File: src/rtl/fp_mult_prenorm_pkg.sv
// Shared types and constants for the single-precision multiplier datapath.
package fp_mult_prenorm_pkg;

  // Rounding modes consumed by the downstream rounding stage.
  typedef enum logic [2:0] {
    RM_RNE = 3'd0,
    RM_RTZ = 3'd1,
    RM_RDN = 3'd2,
    RM_RUP = 3'd3,
    RM_RMM = 3'd4
  } fp_rmode_t;

  // Operand / result class.
  typedef enum logic [1:0] {
    CLS_ZERO   = 2'd0,
    CLS_NORMAL = 2'd1,
    CLS_INF    = 2'd2,
    CLS_NAN    = 2'd3
  } fp_class_t;

  localparam int         FP_BIAS    = 127;
  localparam logic [7:0] FP_EXP_MAX = 8'd255;
  localparam int         FP_FRAC_W  = 23;

  // Product class: NaN (incl. inf*zero) beats inf, inf beats zero.
  function automatic fp_class_t fp_mul_class(input fp_class_t ca, input fp_class_t cb);
    fp_class_t r;
    if ((ca == CLS_NAN) || (cb == CLS_NAN)) begin
      r = CLS_NAN;
    end else if (((ca == CLS_INF) && (cb == CLS_ZERO)) ||
                 ((ca == CLS_ZERO) && (cb == CLS_INF))) begin
      r = CLS_NAN;
    end else if ((ca == CLS_INF) || (cb == CLS_INF)) begin
      r = CLS_INF;
    end else if ((ca == CLS_ZERO) || (cb == CLS_ZERO)) begin
      r = CLS_ZERO;
    end else begin
      r = CLS_NORMAL;
    end
    return r;
  endfunction

endpackage

File: src/rtl/fp_classify.sv
// Unpacks one binary32 value and classifies it; subnormals count as zero.
module fp_classify
  import fp_mult_prenorm_pkg::*;
(
  input  logic [31:0]          x_in,
  output logic                 sign_o,
  output logic [7:0]           exp_o,
  output logic [FP_FRAC_W-1:0] frac_o,
  output fp_class_t            cls_o
);

  // Field split and class decode.
  always_comb begin
    sign_o = x_in[31];
    exp_o  = x_in[30:23];
    frac_o = x_in[FP_FRAC_W-1:0];
    cls_o  = CLS_NORMAL;
    if (x_in[30:23] == 8'd0) begin
      cls_o = CLS_ZERO;
    end else if (x_in[30:23] == FP_EXP_MAX) begin
      if (x_in[FP_FRAC_W-1:0] == {FP_FRAC_W{1'b0}}) begin
        cls_o = CLS_INF;
      end else begin
        cls_o = CLS_NAN;
      end
    end else begin
      cls_o = CLS_NORMAL;
    end
  end

endmodule

File: src/rtl/fp_mult_prenorm.sv
// Two-stage multiplier front end: unpack/classify/multiply, then normalise.
module fp_mult_prenorm
  import fp_mult_prenorm_pkg::*;
#(
  parameter int EXP_W = 10,
  parameter int BIAS  = FP_BIAS
) (
  input  logic                    clk,
  input  logic                    rst_n,
  input  logic                    in_valid,
  output logic                    in_ready,
  input  logic [31:0]             a_in,
  input  logic [31:0]             b_in,
  output logic                    out_valid,
  input  logic                    out_ready,
  output logic [23:0]             mant_out,
  output logic                    guard_out,
  output logic                    sticky_out,
  output logic                    sign_out,
  output logic signed [EXP_W-1:0] exp_out,
  output fp_class_t               class_out
);

  logic                 sa, sb;
  logic [7:0]           ea, eb;
  logic [FP_FRAC_W-1:0] fa, fb;
  fp_class_t            ca, cb;

  logic s1_load, s2_load, accept;

  logic             s1_valid_q, s1_valid_d;
  logic [47:0]      s1_prod_q, s1_prod_d;
  logic [EXP_W-1:0] s1_esum_q, s1_esum_d;
  logic             s1_sign_q, s1_sign_d;
  fp_class_t        s1_class_q, s1_class_d;

  logic             out_valid_q, out_valid_d;
  logic [23:0]      mant_q, mant_d;
  logic             guard_q, guard_d;
  logic             sticky_q, sticky_d;
  logic             sign_q, sign_d;
  logic [EXP_W-1:0] exp_q, exp_d;
  fp_class_t        class_q, class_d;

  fp_classify u_cls_a (.x_in(a_in), .sign_o(sa), .exp_o(ea), .frac_o(fa), .cls_o(ca));
  fp_classify u_cls_b (.x_in(b_in), .sign_o(sb), .exp_o(eb), .frac_o(fb), .cls_o(cb));

  // Handshake: a stage refills when it is empty or its contents move on.
  always_comb begin
    s2_load  = !out_valid_q || out_ready;
    s1_load  = !s1_valid_q || s2_load;
    in_ready = s1_load;
    accept   = in_valid && s1_load;
  end

  // Stage 1 next state: product, unbiased-sum exponent, sign and class.
  always_comb begin
    s1_valid_d = s1_valid_q;
    s1_prod_d  = s1_prod_q;
    s1_esum_d  = s1_esum_q;
    s1_sign_d  = s1_sign_q;
    s1_class_d = s1_class_q;
    if (s1_load) begin
      s1_valid_d = accept;
    end else begin
      s1_valid_d = s1_valid_q;
    end
    if (accept) begin
      s1_prod_d  = 48'({1'b1, fa}) * 48'({1'b1, fb});
      s1_esum_d  = EXP_W'(ea) + EXP_W'(eb) - EXP_W'(BIAS);
      s1_sign_d  = sa ^ sb;
      s1_class_d = fp_mul_class(ca, cb);
    end else begin
      s1_prod_d  = s1_prod_q;
    end
  end

  // Stage 2 next state: normalise the product to 24 bits with guard/sticky.
  always_comb begin
    out_valid_d = out_valid_q;
    mant_d      = mant_q;
    guard_d     = guard_q;
    sticky_d    = sticky_q;
    sign_d      = sign_q;
    exp_d       = exp_q;
    class_d     = class_q;
    if (s2_load) begin
      out_valid_d = s1_valid_q;
    end else begin
      out_valid_d = out_valid_q;
    end
    if (s2_load && s1_valid_q) begin
      sign_d  = s1_sign_q;
      class_d = s1_class_q;
      if (s1_class_q != CLS_NORMAL) begin
        mant_d   = 24'd0;
        guard_d  = 1'b0;
        sticky_d = 1'b0;
        exp_d    = {EXP_W{1'b0}};
      end else if (s1_prod_q[47]) begin
        mant_d   = s1_prod_q[47:24];
        guard_d  = s1_prod_q[23];
        sticky_d = |s1_prod_q[22:0];
        exp_d    = s1_esum_q + EXP_W'(1);
      end else begin
        mant_d   = s1_prod_q[46:23];
        guard_d  = s1_prod_q[22];
        sticky_d = |s1_prod_q[21:0];
        exp_d    = s1_esum_q;
      end
    end else begin
      mant_d = mant_q;
    end
  end

  // Pipeline registers; reset discards anything in flight.
  always_ff @(posedge clk or negedge rst_n) begin
    if (!rst_n) begin
      s1_valid_q  <= 1'b0;
      s1_prod_q   <= 48'd0;
      s1_esum_q   <= {EXP_W{1'b0}};
      s1_sign_q   <= 1'b0;
      s1_class_q  <= CLS_ZERO;
      out_valid_q <= 1'b0;
      mant_q      <= 24'd0;
      guard_q     <= 1'b0;
      sticky_q    <= 1'b0;
      sign_q      <= 1'b0;
      exp_q       <= {EXP_W{1'b0}};
      class_q     <= CLS_ZERO;
    end else begin
      s1_valid_q  <= s1_valid_d;
      s1_prod_q   <= s1_prod_d;
      s1_esum_q   <= s1_esum_d;
      s1_sign_q   <= s1_sign_d;
      s1_class_q  <= s1_class_d;
      out_valid_q <= out_valid_d;
      mant_q      <= mant_d;
      guard_q     <= guard_d;
      sticky_q    <= sticky_d;
      sign_q      <= sign_d;
      exp_q       <= exp_d;
      class_q     <= class_d;
    end
  end

  assign out_valid  = out_valid_q;
  assign mant_out   = mant_q;
  assign guard_out  = guard_q;
  assign sticky_out = sticky_q;
  assign sign_out   = sign_q;
  assign exp_out    = exp_q;
  assign class_out  = class_q;

endmodule

File: config.mk
export PLATFORM = sky130hd
export DESIGN_NAME = fp_mult_prenorm
export DESIGN_NICKNAME = d
export VERILOG_FILES = /design/src/rtl/fp_mult_prenorm_pkg.sv /design/src/rtl/fp_classify.sv /design/src/rtl/fp_mult_prenorm.sv
export SDC_FILE = /design/constraint.sdc
export NUM_CORES = 2
export LEC_CHECK = 0
export CORE_MARGIN = 8
export CORE_UTILIZATION = 33
export CTS_BUF_LIST = sky130_fd_sc_hd__clkbuf_8 sky130_fd_sc_hd__clkbuf_16
export DETAILED_ROUTE_END_ITERATION = 8
export GPL_ROUTABILITY_DRIVEN = 0
export PLACE_DENSITY = 0.51
export SETUP_SLACK_MARGIN = 0.02
export SLEW_MARGIN = 25
export SYNTH_ARGS = -nofsm -noshare
export SYNTH_HDL_FRONTEND = slang
export SYNTH_SLANG_ARGS = --single-unit
File: constraint.sdc
create_clock -name clk -period 2.1 [get_ports clk]
set_clock_uncertainty 0.05 [all_clocks]
set_input_delay 0.42 -clock clk [delete_from_list [all_inputs] [get_ports clk]]
set_output_delay 0.42 -clock clk [all_outputs]
set_load 0.02 [all_outputs]
Word-level counts from Yosys, hierarchy flattened:

Index checks and enable logic that the tools add are counted.
W data, S select, Z words.

* register bits after elaboration: 102
* input port bits: 68
* output and inout bits: 41
* word-level logic and storage cells: 62

* add/sub/neg operators: 3
* multiply operators: 1
* equality and inequality tests: 7
* mux-type cells: 18
* bitwise operators: 1
* reductions and logical operators: 20

Operator list (count)
* $mul A24 B24 Y48: 1
* $mux W24: 2
* $logic_not A23 Y1: 2
* $reduce_or A23 Y1: 1
* $reduce_or A22 Y1: 1
* $mux W10: 2
* $eq A8 B8 Y1 const B: 2
* $logic_not A8 Y1: 2
* $mux W2: 7
* $add A10 B1 Y10 const B: 1
* $sub A9 B7 Y10 const B: 1
* $add A8 B8 Y9: 1
* $eq A2 B2 Y1 const B: 4
* $mux W1: 7
* $logic_or A1 B1 Y1: 6
* $logic_and A1 B1 Y1: 4
* $logic_not A2 Y1: 2
* $logic_not A1 Y1: 2
* $ne A2 B1 Y1 const B: 1
* $xor A1 B1 Y1: 1

Longest topological paths before layout:

* depth after elaboration: 10
* mapped depth: 26
* gate-level depth less buffers: 24

Modules after synthesis:

Synthesis repeated with hierarchy kept, for this count alone.

* cell total of the unflattened synthesis: 2728
* area total of the unflattened synthesis: 24190.7 sq um

Modules (own cells, without submodules)
* fp_mult_prenorm: times used 1, cells each 2636, area an instance 23517.6 sq um, seq. area each 2552.4 sq um
* fp_classify: times used 2, cells each 46, area an instance 336.6 sq um, seq. area each 0.0 sq um

Least setup slack after synthesis:

No wires, ideal clock.

* kind: input port to flip-flop
* start point: input b_in[3]
* end point: register s1_prod_q[43]
* library setup time: 0.084 ns
* arrival: 6.559 ns
* required time: 1.966 ns
* slack: -4.593 ns
* cell stages on the path: 25
* buffers on the path: 1
* cell sequence: clkbuf_1 -> nand2_1 -> fa_1 -> inv_1 -> fa_1 -> inv_1 -> fa_1 -> inv_1 -> fa_1 -> inv_1 -> fa_1 -> inv_1 -> fa_1 -> inv_1 -> fa_1 -> inv_1 -> ha_1 -> o21ai_0 -> a21oi_1 -> o2111ai_2 -> a211o_1 -> a2111oi_4 -> nor2_1 -> or3_1 -> a41oi_2

* longest elaborated chain between the ends: 1

RTL lines
* from (decl): RTL line fp_mult_prenorm.sv:13 `input logic [31:0] b_in,`
* $mul A24 B24 Y48: RTL line fp_mult_prenorm.sv:69 `s1_prod_d = 48'({1'b1, fa}) * 48'({1'b1, fb});`
* to (signal assigned): RTL line fp_mult_prenorm.sv:133 `s1_prod_q <= s1_prod_d;`
* to (decl): RTL line fp_mult_prenorm.sv:32 `logic [47:0] s1_prod_q, s1_prod_d;`

No other way between the ends.
A chain may end at the register's enable or synchronous reset.

Worst setup path in the final report:

* start point: input b_in[12]
* end point: register s1_prod_q[44]

Same word-level chain as after synthesis.

==> qor.txt <==
post-synthesis simple-gate area fraction: 16.77%
syn_area_per_cell: 8.935 µm²
number of synthesized flops with an enable pin: 0
failing checks: setup timing
synth warn: 0
Clock Latency Late Sink: 0.35 ns
RSZ-0062 raised after global routing: yes
Yosys top cell area share: 41.15%
clock root buffer: clkbuf_16
most common cell after layout, fill and taps aside: inv_1
clk sinks: 102
number of port buffers: 108
Hold Path Class: flop to flop
die height: 282.9 µm
CP max stage delay: 0.63 ns
critical path capture point type: flop
post-synthesis mux area share: 1.251%
Cell Area, Synth: 23,500 µm²
Final HPWL DP: 61.53 mm
initial antenna violation count: 1
endpoints failing hold: 0
htree depth: 3
Post-Route WL: 77.56 mm
first-pass GRT wire length: 122.0 mm
Setup CP Type: input pin to flop
GR Overflow Total: 0
Syn Inst Count: 2,630
endpoints failing setup: 49
crit path launch: b_in[12]
share of cells above drive strength 1: 31.88%
Routed Antenna Nets: 0
Boundary Pins: 109
synth top area cells: fa_1 41%, dfrtp_1 11%, ha_1 10%, inv_1 9.1%, and2_1 6.9%
post-DR wirelength/cell: 18.88 µm
number of library cell types mapped by synthesis: 59
clock buffer depth: 2
CP endpoint: s1_prod_q[44]
setup TNS: -161.60 ns
post-synthesis xor/xnor area fraction: 2.050%
Core Area: 71,000 µm²
Max Freq: 154.3 MHz
R2R Path End: exp_out[9]
CTS tree: built
period utilization: 308.6%
dominant cell type by area after synthesis: fa_1
most frequent cells in the layout: 476 x inv_1, 437 x fa_1, 373 x nand2_1
syn nets: 3,370
CTS buffer count: 9
r2r worst-path depth: 6
via count: 19,320
Async SR Flop Fraction: 100.0%
worst r2r src: s1_esum_q[2]
Die ar.: 80,000 µm²
DRC Markers: 0
sequential area share after synthesis: 10.86%
initial core utilization: 33.10%
Post-Synth Adder-Cell Area: 51.21%
status: finished with violations
largest net degree at the start of global routing: 70
most numerous cell on the critical path: fa_1
vias in the first global route: 21,130
Total GRT Usage: 19.56%
Worst-Margin Slew: 0.5194 ns
complex-gate fraction of the synthesized area: 6.624%
fin crit period: 6.481 ns
combinational family with the most area after synthesis: adder cells
drt via density: 4.705
Die Width: 282.9 µm
Row Count: 98
Worst R2R Setup Slack: 0.51 ns
final worst slack: -4.381 ns
main flop type after synthesis: dfrtp_1
slew margin rel.: 65.06%
Worst-path clk slew: 0.07 ns
DR pass1 iterations: 5
CP required: 2.29 ns
CP max stage cell: fa_2
# nets final: 3,891
Util after Layout: 46.34%
fin. max-slew vios: 0
FF+latch count, synth: 102
Worst Path Arrival: 6.67 ns
Max-Cap Viols: 0
startpoint types: input pin
CP Max Fanout: 5
DR iter-0 viols: 998
critical path cell sequence: buf_4, bufbuf_16, and2_4, fa_1, inv_2, fa_1, inv_2, fa_1, fa_2, fa_1, fa_1, inv_2, fa_1, inv_2, ha_4, a21oi_4, o21ai_2, or2_4, a211o_4, a211o_1, a21oi_2, xor2_1, o21ai_1
area growth from synthesis to layout: 40.00%
## Yosys cell counts, types with 8 or more instances
library cell	count
nor3_1	12
ha_1	189
nor2_1	62
nand4_1	24
and3_1	9
clkbuf_1	115
fa_1	483
nor4_1	19
a31oi_1	8
xnor2_1	29
a21o_1	26
o21ai_0	102
mux2i_1	26
nand2_1	406
o21bai_1	8
inv_1	570
dfrtp_1	102
xor2_1	26
and2_1	259
a21oi_1	61
## layer usage
metal	share of wire, %	GRT usage (%)	up-vias	routed length, µm
met2	46	32.16	531	36000
li1	-	-	8944	-
met5	0	0	-	0
met4	2.8	4.937	0	2168
met3	5.5	2.573	93	4232
met1	45	27.19	9756	35150
## cell families (layout without fill, tap and decap cells)
logic type      count (synthesis)  count (layout)
simple gates                  818             818
buf+inv                       700            1226
fa+ha+maj                     672             672
compound gates                254             254
flops                         102             102
xor+xnor                       55              55
mux                            29              29
other cells                     0               1
## worst max-delay path, delay by kind of cell
kind / cells / cell delay (ns)
compound gates: 6 / 1.10
xor+xnor: 1 / 0.17
fa+ha+maj: 8 / 3.92
buf+inv: 6 / 0.61
simple gates: 2 / 0.43
## repair_timing
item                                    4_1_cts  5_1_grt
gates cloned                                 18        0
pin swaps                                   192      154
endpoints found under the setup margin       53       52
hold buffers                                  1        0
endpoints found under the hold margin        23        0
buffers inserted                            100       47
resized for setup                           448      259
## layout make-up
type | count | area [µm²]
clock buffers | 10 | 239.0
multi-input cells | 1828 | 20210
inverters | 573 | 2197
flip-flops and latches | 102 | 2554
diodes | 1 | 2.502
repair buffers | 637 | 6449
fillers | 6678 | 38100
clock inverters | 6 | 61.31
well taps | 950 | 1189
## flip-flops by register name (all words and copies together), names as in the netlist
register    cells
s1_class_q      2
s1_prod_q      48
exp_out        10
out_valid       1
s1_esum_q      10
sticky_out      1
sign_out        1
s1_valid_q      1
s1_sign_q       1
mant_out       24
class_out       2
guard_out       1
## per-stage QoR
stage / instances / cell area, µm² / setup WS, ns / hold slack, ns
global placement: 3934 / 29370 / -5.513 / 0.3159
floorplan: 2630 / 24660 / -4.195 / 0.07441
CTS: 4068 / 31820 / -4.292 / 0.4307
detailed placement: 3934 / 29370 / -5.529 / 0.3103
global route: 4106 / 32900 / -4.506 / 0.4591
finish: 4107 / 32900 / -4.381 / 0.4263
## worst min-delay path by stage
| stage | slack (ns) | start | cells past startpoint | endpoint |
|---|---|---|---|---|
| 4_1_cts | 0.43 | s1_prod_q[0] | 2 | s1_prod_q[0] |
| 3_3_place_gp | 0.32 | rst_n | 1 | exp_out[1] |
| 2_1_floorplan | 0.07 | rst_n | 0 | class_out[0] |
| 6_report | 0.43 | s1_prod_q[0] | 2 | s1_prod_q[0] |
| 5_1_grt | 0.46 | s1_prod_q[21] | 2 | s1_prod_q[21] |
| 3_5_place_dp | 0.31 | rst_n | 1 | exp_out[2] |
Power is left out: the tool's default activity adds up to more than one toggle a clock period on the data nets, which glitch-free logic cannot reach.
==> RTL change: new RTL, same flow settings <==
Set the parameter `EXP_W` to 5 (it was 10).
--- a/src/rtl/fp_mult_prenorm.sv
+++ b/src/rtl/fp_mult_prenorm.sv
@@ -2,7 +2,7 @@
 module fp_mult_prenorm
   import fp_mult_prenorm_pkg::*;
 #(
-  parameter int EXP_W = 10,
+  parameter int EXP_W = 5,
   parameter int BIAS  = FP_BIAS
 ) (
   input  logic                    clk,
Ports: changed (resized exp_out); port bits go from 109 to 104. The function was not compared with the original's and may differ.
==> RTL change against the unedited design <==
The run still ends with setup timing left; critical path depth up 2; final area up 0.54%; register-to-register slack lost 0.04 ns; sequential cell count decreased by 10; worst setup slack better by 0.15 ns; maximum frequency increased by 2.4%; routed wire length up 1.8%; area after synthesis is 2.6% lower; critical endpoint is now s1_prod_q[47]$_DFFE_PN0P_; largest cell class unchanged; highest routed layer unchanged.
Power is not shown: default switching activity piles up to over one toggle a cycle in this logic, so the estimate is an artifact.
==> RTL change: results <==
[run_status]
status = finished, violations left
violations = setup timing

[final_layout]
num_antenna_cells = 0
drive_gt1_frac = 0.3415
fin_nets = 3825

[clocking]
clkTransAtPathRegs_ns = 0.07
htree_num_levels = 3

[global_routing]
grt_pass1_wl_um = 123200
antenna_found_initial = 1
grt_start_max_net_pins = 47
track_usage = 0.2015
first_global_vias = 21229

[critical_path]
r2r_cells = 5
crit_end = s1_prod_q[47]$_DFFE_PN0P_
r2r-end = s1_prod_q[41]$_DFFE_PN0P_
critical_path_class = in -> reg
reg2reg_setup_slack_ns = 0.47
critical_path.startpoint = b_in[13]
critPathMaxFanout = 6
worstPathArrival_ns = 6.56
rr_startpoint = s1_valid_q$_DFFE_PN0N_

[place]
hpwl_um = 61440
place_ws_ns = -5.002
io_buffer_count = 103
placed_cell_area_sq_um = 28820

[synthesis]
synth_common_cells = 579 x inv_1, 483 x fa_1, 381 x nand2_1
ys_seq_area_frac = 0.1006
yosysUniqueCellTypes = 63
synth_area_leaders = fa_1 42%, dfrtp_1 10%, ha_1 9.7%, inv_1 9.5%, and2_1 6.9%
synth_fp_nets = 3300

[routing]
via_per_inst = 4.757
wirelength_um = 78950

[timing]
fin_tns_setup_ns = -159.52
setup_viol = 45
slew_headroom = 0.7444
timing.final.ws_setup_ns = -4.227
[RTL change: cell types whose count changed after synthesis, sizes merged, moves of 4 or more]
cell	unedited run	this run
and2	260	252
o21a	7	1
inv	570	579
a21oi	61	56
o2111ai	5	1
dfrtp	102	92
o21ai	105	95
ha	189	178
nand3	7	20
xor2	26	19
a21o	28	24
nand2	406	382
[RTL change: worst min path at each step]
| stage | from | end | slack (ns) | cells after the start |
|---|---|---|---|---|
| floorplan | rst_n | class_out[0]$_DFFE_PN0P_ | 0.07 | 0 |
| global placement | rst_n | exp_out[0]$_DFFE_PN0P_ | 0.31 | 1 |
| detailed placement | rst_n | s1_valid_q$_DFFE_PN0N_ | 0.31 | 1 |
| CTS | s1_prod_q[0]$_DFFE_PN0P_ | s1_prod_q[0]$_DFFE_PN0P_ | 0.43 | 2 |
| global route | s1_prod_q[0]$_DFFE_PN0P_ | s1_prod_q[0]$_DFFE_PN0P_ | 0.43 | 2 |
| finish | s1_prod_q[0]$_DFFE_PN0P_ | s1_prod_q[0]$_DFFE_PN0P_ | 0.42 | 2 |
[RTL change: stage by stage]
step                cells  utilization  hold WS [ns]
global placement     3854       0.4202        0.3139
floorplan            2571            -       0.07441
global route         4032       0.4823        0.4315
detailed placement   3854       0.4202        0.3117
CTS                  3985       0.4664        0.4259
finish               4032       0.4823        0.4230
[RTL change: logic make-up after synthesis]
kind of cell	Yosys count	synth area share
AOI/OAI and AO/OA	229	0.06170
xor gates and xnor gates	45	0.01722
adders and majority gates	661	0.5196
buffers and inverters	711	0.1170
DFF	92	0.1006
muxes	31	0.01377
and+or+nand+nor	802	0.1702
[RTL change: area by class of cell]
type                            count  area (sq um)
Multi-Input combinational cell   1768         20020
Sequential cell                    92          2302
Clock inverter                      6         93.84
Clock buffer                       10         239.0
Fill cell                        6330         35510
Timing Repair Buffer              642          6983
Tap cell                          931          1165
Inverter                          583          2270
[RTL change: repair_timing]
item,CTS,global route
endpoints found under the setup margin,48,46
hold endpoints to repair,25,0
buffers inserted,92,63
gates resized for setup,527,279
cloned,25,1
pin swaps,249,236
hold buffers,1,0
[RTL change: critical path, delay by kind of cell]
kind            cells  cell delay, ns
fa+ha+maj           8            3.85
simple gates        6            1.11
buf+inv             9            0.84
compound gates      2            0.33
[RTL change: routing by layer]
layer  GRT usage  up-vias  wire, um
met1      0.2689     9825     34580
met2      0.3427      491     37940
met3     0.02014      124      3351
met5           0        -         0
met4     0.06490        0      3078
li1            -     8742         -
